`src/rtl/logic_op_scheduler.sv`:
```
// Shares one ap_ctrl_hs logic-op kernel between NUM_REQ requesters; optional watchdog via LOGIC_OP_SCHED_TIMEOUT_EN.
// Latency: accept -> rsp_valid is kernel latency + 1 cycle minimum; accept -> next accept at least 3 cycles.
// Backpressure: a stalled response (rsp_ready=0) holds the response and blocks all new grants and ap_start.
module logic_op_scheduler #(
  parameter int NUM_REQ     = 4,
  parameter int DATA_W      = 32,
  parameter int OP_W        = 3,
  parameter int TIMEOUT_CYC = 1024
) (
  input  logic                        ap_clk,
  input  logic                        ap_rst_n,
  input  logic [NUM_REQ-1:0]          req_valid,
  output logic [NUM_REQ-1:0]          req_ready,
  input  logic [NUM_REQ*DATA_W-1:0]   req_a,
  input  logic [NUM_REQ*DATA_W-1:0]   req_b,
  input  logic [NUM_REQ*OP_W-1:0]     req_op,
  output logic                        rsp_valid,
  input  logic                        rsp_ready,
  output logic [$clog2(NUM_REQ)-1:0]  rsp_id,
  output logic [DATA_W-1:0]           rsp_data,
  output logic                        rsp_err,
  output logic [DATA_W-1:0]           k_a,
  output logic [DATA_W-1:0]           k_b,
  output logic [OP_W-1:0]             k_op,
  output logic                        ap_start,
  input  logic                        ap_ready,
  input  logic                        ap_done,
  input  logic [DATA_W-1:0]           k_result,
  output logic                        busy,
  output logic [31:0]                 txn_count
);

  localparam int ID_W = $clog2(NUM_REQ);

  typedef enum logic [1:0] {IDLE, START, WAIT, RESP} state_t;

  typedef struct packed {
    logic [DATA_W-1:0] a;
    logic [DATA_W-1:0] b;
    logic [OP_W-1:0]   op;
    logic [ID_W-1:0]   id;
  } txn_t;

  state_t            state;
  txn_t              txn_q;
  logic [ID_W-1:0]   rr_ptr;
  logic [ID_W-1:0]   grant_id;
  logic [ID_W-1:0]   rr_next;
  logic              grant_any;
  logic [DATA_W-1:0] result_q;

  // Round-robin: first asserted request at or after rr_ptr, wrapping cyclically.
  always_comb begin
    int idx;
    grant_any = 1'b0;
    grant_id  = '0;
    idx       = 0;
    for (int k = 0; k < NUM_REQ; k++) begin
      idx = int'(rr_ptr) + k;
      if (idx >= NUM_REQ) idx = idx - NUM_REQ;
      if (!grant_any && req_valid[idx]) begin
        grant_any = 1'b1;
        grant_id  = ID_W'(idx);
      end
    end
  end

  assign rr_next = (grant_id == ID_W'(NUM_REQ - 1)) ? '0 : grant_id + 1'b1;

  assign req_ready = (ap_rst_n && state == IDLE && grant_any) ?
                     (NUM_REQ'(1) << grant_id) : '0;

  assign k_a      = txn_q.a;
  assign k_b      = txn_q.b;
  assign k_op     = txn_q.op;
  assign rsp_id   = txn_q.id;
  assign rsp_data = result_q;

`ifdef LOGIC_OP_SCHED_TIMEOUT_EN
  localparam int TO_W = $clog2(TIMEOUT_CYC + 1);
  logic [TO_W-1:0] to_cnt;
  logic            err_q;
  logic            to_hit;
  assign to_hit  = (to_cnt == TO_W'(TIMEOUT_CYC - 1));
  assign rsp_err = err_q;
`else
  logic unused_timeout_cyc;
  assign unused_timeout_cyc = (TIMEOUT_CYC != 0);
  assign rsp_err = 1'b0;
`endif

  always_ff @(posedge ap_clk or negedge ap_rst_n) begin
    if (!ap_rst_n) begin
      state     <= IDLE;
      rr_ptr    <= '0;
      txn_q     <= '0;
      result_q  <= '0;
      ap_start  <= 1'b0;
      rsp_valid <= 1'b0;
      busy      <= 1'b0;
      txn_count <= '0;
`ifdef LOGIC_OP_SCHED_TIMEOUT_EN
      to_cnt    <= '0;
      err_q     <= 1'b0;
`endif
    end else begin
`ifdef LOGIC_OP_SCHED_TIMEOUT_EN
      to_cnt <= (state == START || state == WAIT) ? to_cnt + 1'b1 : '0;
`endif
      case (state)
        IDLE: begin
          if (grant_any) begin
            txn_q.a  <= req_a[grant_id*DATA_W +: DATA_W];
            txn_q.b  <= req_b[grant_id*DATA_W +: DATA_W];
            txn_q.op <= req_op[grant_id*OP_W +: OP_W];
            txn_q.id <= grant_id;
            rr_ptr   <= rr_next;
            ap_start <= 1'b1;
            busy     <= 1'b1;
            state    <= START;
`ifdef LOGIC_OP_SCHED_TIMEOUT_EN
            to_cnt   <= '0;
`endif
          end
        end
        START: begin
          if (ap_ready) begin
            ap_start <= 1'b0;
`ifdef LOGIC_OP_SCHED_TIMEOUT_EN
            to_cnt   <= '0;
`endif
            // Zero-latency kernel: result is already valid alongside ap_ready.
            if (ap_done) begin
              result_q  <= k_result;
              rsp_valid <= 1'b1;
              state     <= RESP;
            end else begin
              state     <= WAIT;
            end
          end
`ifdef LOGIC_OP_SCHED_TIMEOUT_EN
          else if (to_hit) begin
            ap_start  <= 1'b0;
            result_q  <= '0;
            err_q     <= 1'b1;
            rsp_valid <= 1'b1;
            state     <= RESP;
          end
`endif
        end
        WAIT: begin
          if (ap_done) begin
            result_q  <= k_result;
            rsp_valid <= 1'b1;
            state     <= RESP;
          end
`ifdef LOGIC_OP_SCHED_TIMEOUT_EN
          else if (to_hit) begin
            result_q  <= '0;
            err_q     <= 1'b1;
            rsp_valid <= 1'b1;
            state     <= RESP;
          end
`endif
        end
        RESP: begin
          if (rsp_ready) begin
            rsp_valid <= 1'b0;
            busy      <= 1'b0;
            txn_count <= txn_count + 32'd1;
            state     <= IDLE;
`ifdef LOGIC_OP_SCHED_TIMEOUT_EN
            err_q     <= 1'b0;
`endif
          end
        end
        default: state <= IDLE;
      endcase
    end
  end

endmodule

```
`config.mk`:
```
export PLATFORM = sky130hd
export DESIGN_NAME = logic_op_scheduler
export DESIGN_NICKNAME = d
export VERILOG_FILES = /design/src/rtl/logic_op_scheduler.sv
export SDC_FILE = /design/constraint.sdc
export NUM_CORES = 1
export LEC_CHECK = 0
export CAP_MARGIN = 20
export CELL_PAD_IN_SITES_DETAIL_PLACEMENT = 0
export CELL_PAD_IN_SITES_GLOBAL_PLACEMENT = 1
export CORE_MARGIN = 8
export CORE_UTILIZATION = 27
export CTS_BUF_LIST = sky130_fd_sc_hd__clkbuf_8 sky130_fd_sc_hd__clkbuf_16
export CTS_CLUSTER_DIAMETER = 120
export DETAILED_ROUTE_END_ITERATION = 12
export GPL_TIMING_DRIVEN = 0
export HOLD_SLACK_MARGIN = 0.06
export PLACE_DENSITY = 0.88
export SYNTH_ARGS = -nofsm -noshare
export SYNTH_HDL_FRONTEND = slang
export SYNTH_SLANG_ARGS = --single-unit
export TNS_END_PERCENT = 50
```
`constraint.sdc`:
```
create_clock -name ap_clk -period 2.5 [get_ports ap_clk]
set_clock_uncertainty 0.05 [all_clocks]
set_input_delay 0.375 -clock ap_clk [delete_from_list [all_inputs] [get_ports ap_clk]]
set_output_delay 0.375 -clock ap_clk [all_outputs]
set_load 0.02 [all_outputs]
```
==> key figures <==
Run status
  – Result of the run: complete, but fails checks
  – Failing checks: negative hold slack

Drt
  – Wire length reported by the detailed router: 33400 um
  – Number of optimization iterations in the first detailed-route pass: 5
  – Per-cell via count in the routed design: ~5.0
  – Wire length per cell after detailed routing: 22.4 um
  – Routed vias: 7486
  – Final routed DRC violation total: 0
  – Remaining antenna violation count: 0
  – Detailed Route Iter0 Violations: 345

Yosys
  – Warning count from the yosys run: 0
  – Synth Register Bits: 140
  – Syn nets: 972
  – Combinational family with the most area after synthesis: compound AO/OA/AOI/OAI gates
  – Simple-gate portion of the synthesized area: 9.86%
  – Post-synthesis compound-gate area fraction: 16.7%
  – Count of flip-flops with a built-in enable after synthesis: 0
  – Part of the Yosys area used for sequential elements: 49.4%
  – Most repeated cell in the gate-level netlist after synthesis: sky130_fd_sc_hd__dfrtp_1
  – Synthesized area per cell: 10.8 um^2
  – Post-synthesis share of cell area spent on full adders, half adders and majority gates: 1.23%
  – Fraction of registers with async set or reset after synthesis: 100%
  – Xor-xnor portion of the synthesized cell area: 3.83%
  – Cells after synthesis: 656
  – Commonest cells post-synth: sky130_fd_sc_hd__dfrtp_1 (140), sky130_fd_sc_hd__nor2_1 (84), sky130_fd_sc_hd__o22ai_1 (68)
  – Mux cell area share after synthesis: 14.8%
  – Cell area after synthesis: a little over 0.007 mm^2
  – Cell taking the most area after synthesis: sky130_fd_sc_hd__dfrtp_1
  – Primary flip-flop cell chosen by synthesis mapping: sky130_fd_sc_hd__dfrtp_1
  – Top cells by area, synth: sky130_fd_sc_hd__dfrtp_1 (49%), sky130_fd_sc_hd__mux2i_1 (9.5%), sky130_fd_sc_hd__a221oi_1 (8.3%)
  – Unique cell type count in the Yosys netlist: 40
  – Synth top area share: between 40% and 50%

Timing
  – Final hold slack: -0.103 ns
  – Slew of the pin with the lowest slew margin: 0.728 ns
  – Final TNS setup: 0 ns
  – Final worst path period need: 2.46 ns
  – Max-slew violation count: 0
  – Normalized max-slew margin: 51.5%
  – Total of endpoints with negative setup slack in the final report: 0
  – Maximum clock frequency: roughly 410 MHz
  – Final Hold Vio Count: 35
  – Setup repair after global routing missed its margin: true
  – Portion of the clock cycle consumed by the worst path in the final layout: 98.4%

Power and ir drop
  – VDD IR-drop max: 663 uV
  – Switching share of power: around two fifths
  – Static Leakage: between 5 and 6 nW
  – P per Cell Area: 1100 mW/mm^2
  – Part of the power in registers: 26.8%
  – Combinational Power Share: 55.8%
  – Pint: 8.33 mW
  – Switching power: 5.89 mW
  – Clock network fraction of design power: ~17%
  – Total Power: between 10 and 15 mW

Floorplan
  – Initial Util: 27.4%
  – Die boundary height: ~180 um
  – Floorplan die area: approximately 0.032 mm^2
  – Std cell rows: between 50 and 60
  – I/O pin cnt: 450
  – Core ar.: between 0.02 and 0.03 mm^2
  – Horizontal die dimension: between 150 and 200 um

Placement
  – Count of buffers inserted at the top-level ports: between 400 and 500
  – Placer's final routability congestion estimate: 0.836
  – Detail Placement HPWL: 26100 um

Clocking
  – Cell chosen for the clock root: sky130_fd_sc_hd__clkbuf_16
  – Num CTS Buffers: 17
  – Post-cts hold buffer count: 3
  – Clock buffer depth: 2
  – CTS Sinks: 140
  – Worst-Skew Late Latency: 0.42 ns
  – CTS tree: built
  – Clock input transition at the sequential cells of the worst setup and hold paths: 0.07 ns
  – Number of H-tree branching levels: 4

Global route
  – Total congestion overflow after global routing: 0
  – Maximum number of pins on one net before global-route repair: 93
  – Overall track demand over capacity in global routing: about a fifth
  – Vias in the first global route: roughly 8000
  – Initial antenna violation count: 3
  – Global-route wire length before repair: 48300 um

Critical path
  – Worst-path cell with the longest stage delay: sky130_fd_sc_hd__dlygate4sd2_1
  – Count of buffering cells on the critical path with inverters included: 4
  – Worst setup path category: in2out
  – Critical Path End Type: output port
  – Worst Path Arrival: 2.04 ns
  – Largest stage delay on the critical path: roughly 0.34 ns
  – Category of cells accounting for the largest share of critical-path delay: buffers and inverters
  – CP Max Fanout: 6
  – CP cell instances: dlygate4sd2_1 > nor2b_2 > o21ai_1 > o221ai_4 > buf_12 > inv_4 > ha_4 > and3_4 > buf_6
  – Critical Path RT: about 2.1 ns
  – Type of element launching the critical path: input port

Layout
  – Count of filler cells inserted in the layout: approximately 2400
  – Layout cell share with drive strength beyond 1: 12.6%
  – Layout-stage area growth over the synthesis result: 82.0%
  – Sequential cell area: 0.00350 mm^2
  – Net count of the finished layout: ~1500
  – Area of the multi-input gates: roughly 0.0034 mm^2

Worst hold path
  – Worst hold-check path type: in2async

Run
  – Number of maximum-capacitance constraint violations: 0
-- layout make-up --
cell class	count	area share [%]
Timing Repair Buffer	472	36.5
Sequential cell	140	27.1
Multi-Input combinational cell	456	26.3
Clock buffer	17	3.29
Tap cell	335	3.24
Buffer	46	2.14
Clock inverter	15	1.01
Inverter	11	0.339
Antenna cell	1	0.0194
-- kinds of logic after synthesis --
group           Yosys count
simple gates            156
xor+xnor                 31
fa+ha+maj                 7
buf+inv                  60
flops                   140
other cells               1
mux                     101
compound gates          160
-- per-stage QoR --
step | instances | utilization [%] | hold WS [ns] | cell area, um^2 | setup slack (ns)
6_report | 1493 | 49.9 | -0.103 | 12900 | 0.0391
3_5_place_dp | 1440 | 46.4 | 0.332 | 12000 | -1.09
4_1_cts | 1479 | 49.2 | -0.0531 | 12800 | -0.0155
5_1_grt | 1493 | 49.9 | -0.0382 | 12900 | -0.0508
3_3_place_gp | 1439 | 46.3 | 0.407 | 12000 | -5.17
2_1_floorplan | 656 | - | 0.0294 | 7100 | 0.354
-- final timing paths --
kind                          startpoint            end  slack, ns  depth (start not counted)
max                         req_valid[0]   req_ready[3]       0.04                          9
min                             ap_rst_n  txn_count[16]      -0.10                          2
max reg2reg                    rr_ptr[0]         k_b[7]       0.32                          8
min reg2reg                txn_count[31]  txn_count[31]       0.42                          1
max in group asynchronous       ap_rst_n        k_a[24]       1.50                          4
min in group ap_clk        txn_count[31]  txn_count[31]       0.42                          1
-- sequential cells by signal, summed over array words and instances, names as in the netlist --
signal     count
k_a           32
k_b           32
rsp_data      32
txn_count     32
k_op           3
rr_ptr         2
rsp_id         2
state          2
ap_start       1
busy           1
rsp_valid      1
-- power groups by stage --
stage	Clock (mW)	Combinational (mW)	Sequential [mW]
6_report	2.47	7.94	3.82
5_1_grt	2.64	8.51	3.92
4_1_cts	2.55	7.83	3.82
3_5_place_dp	0	7.65	3.85
3_3_place_gp	0	7.54	3.82
2_1_floorplan	0	2.96	4.86
-- per-layer routing --
layer,up-vias,GRT usage (%),routed length [um]
met3,36,7.71,3420
met4,4,6.22,641
li1,3439,-,-
met2,321,34.2,16600
met5,-,0,27
met1,3686,22.7,12800
-- cells in the final DEF, fill, tap and decap left out, drive strengths merged, types with 3 or more instances in the layout --
cell,count
a21oi,4
a221oi,67
a22o,3
and3,7
buf,58
clkbuf,33
clkdlybuf4s50,439
clkinv,3
clkinvlp,3
dfrtp,140
dlygate4sd2,4
ha,7
inv,20
mux2,34
mux2i,67
nand2,30
nand3,11
nand4,6
nor2,84
nor2b,5
nor3,4
o21ai,11
o22ai,68
xnor2,21
xor2,10
-- timing repair --
| action | 4_1_cts | 5_1_grt |
|---|---|---|
| buffers inserted | 7 | 13 |
| resized for setup | 45 | 19 |
| endpoints found under the hold margin | 52 | 88 |
| cloned | 0 | 0 |
| endpoints found under the setup margin | 4 | 5 |
| pin swaps | 2 | 4 |
Power figures use the tool's default switching activity.
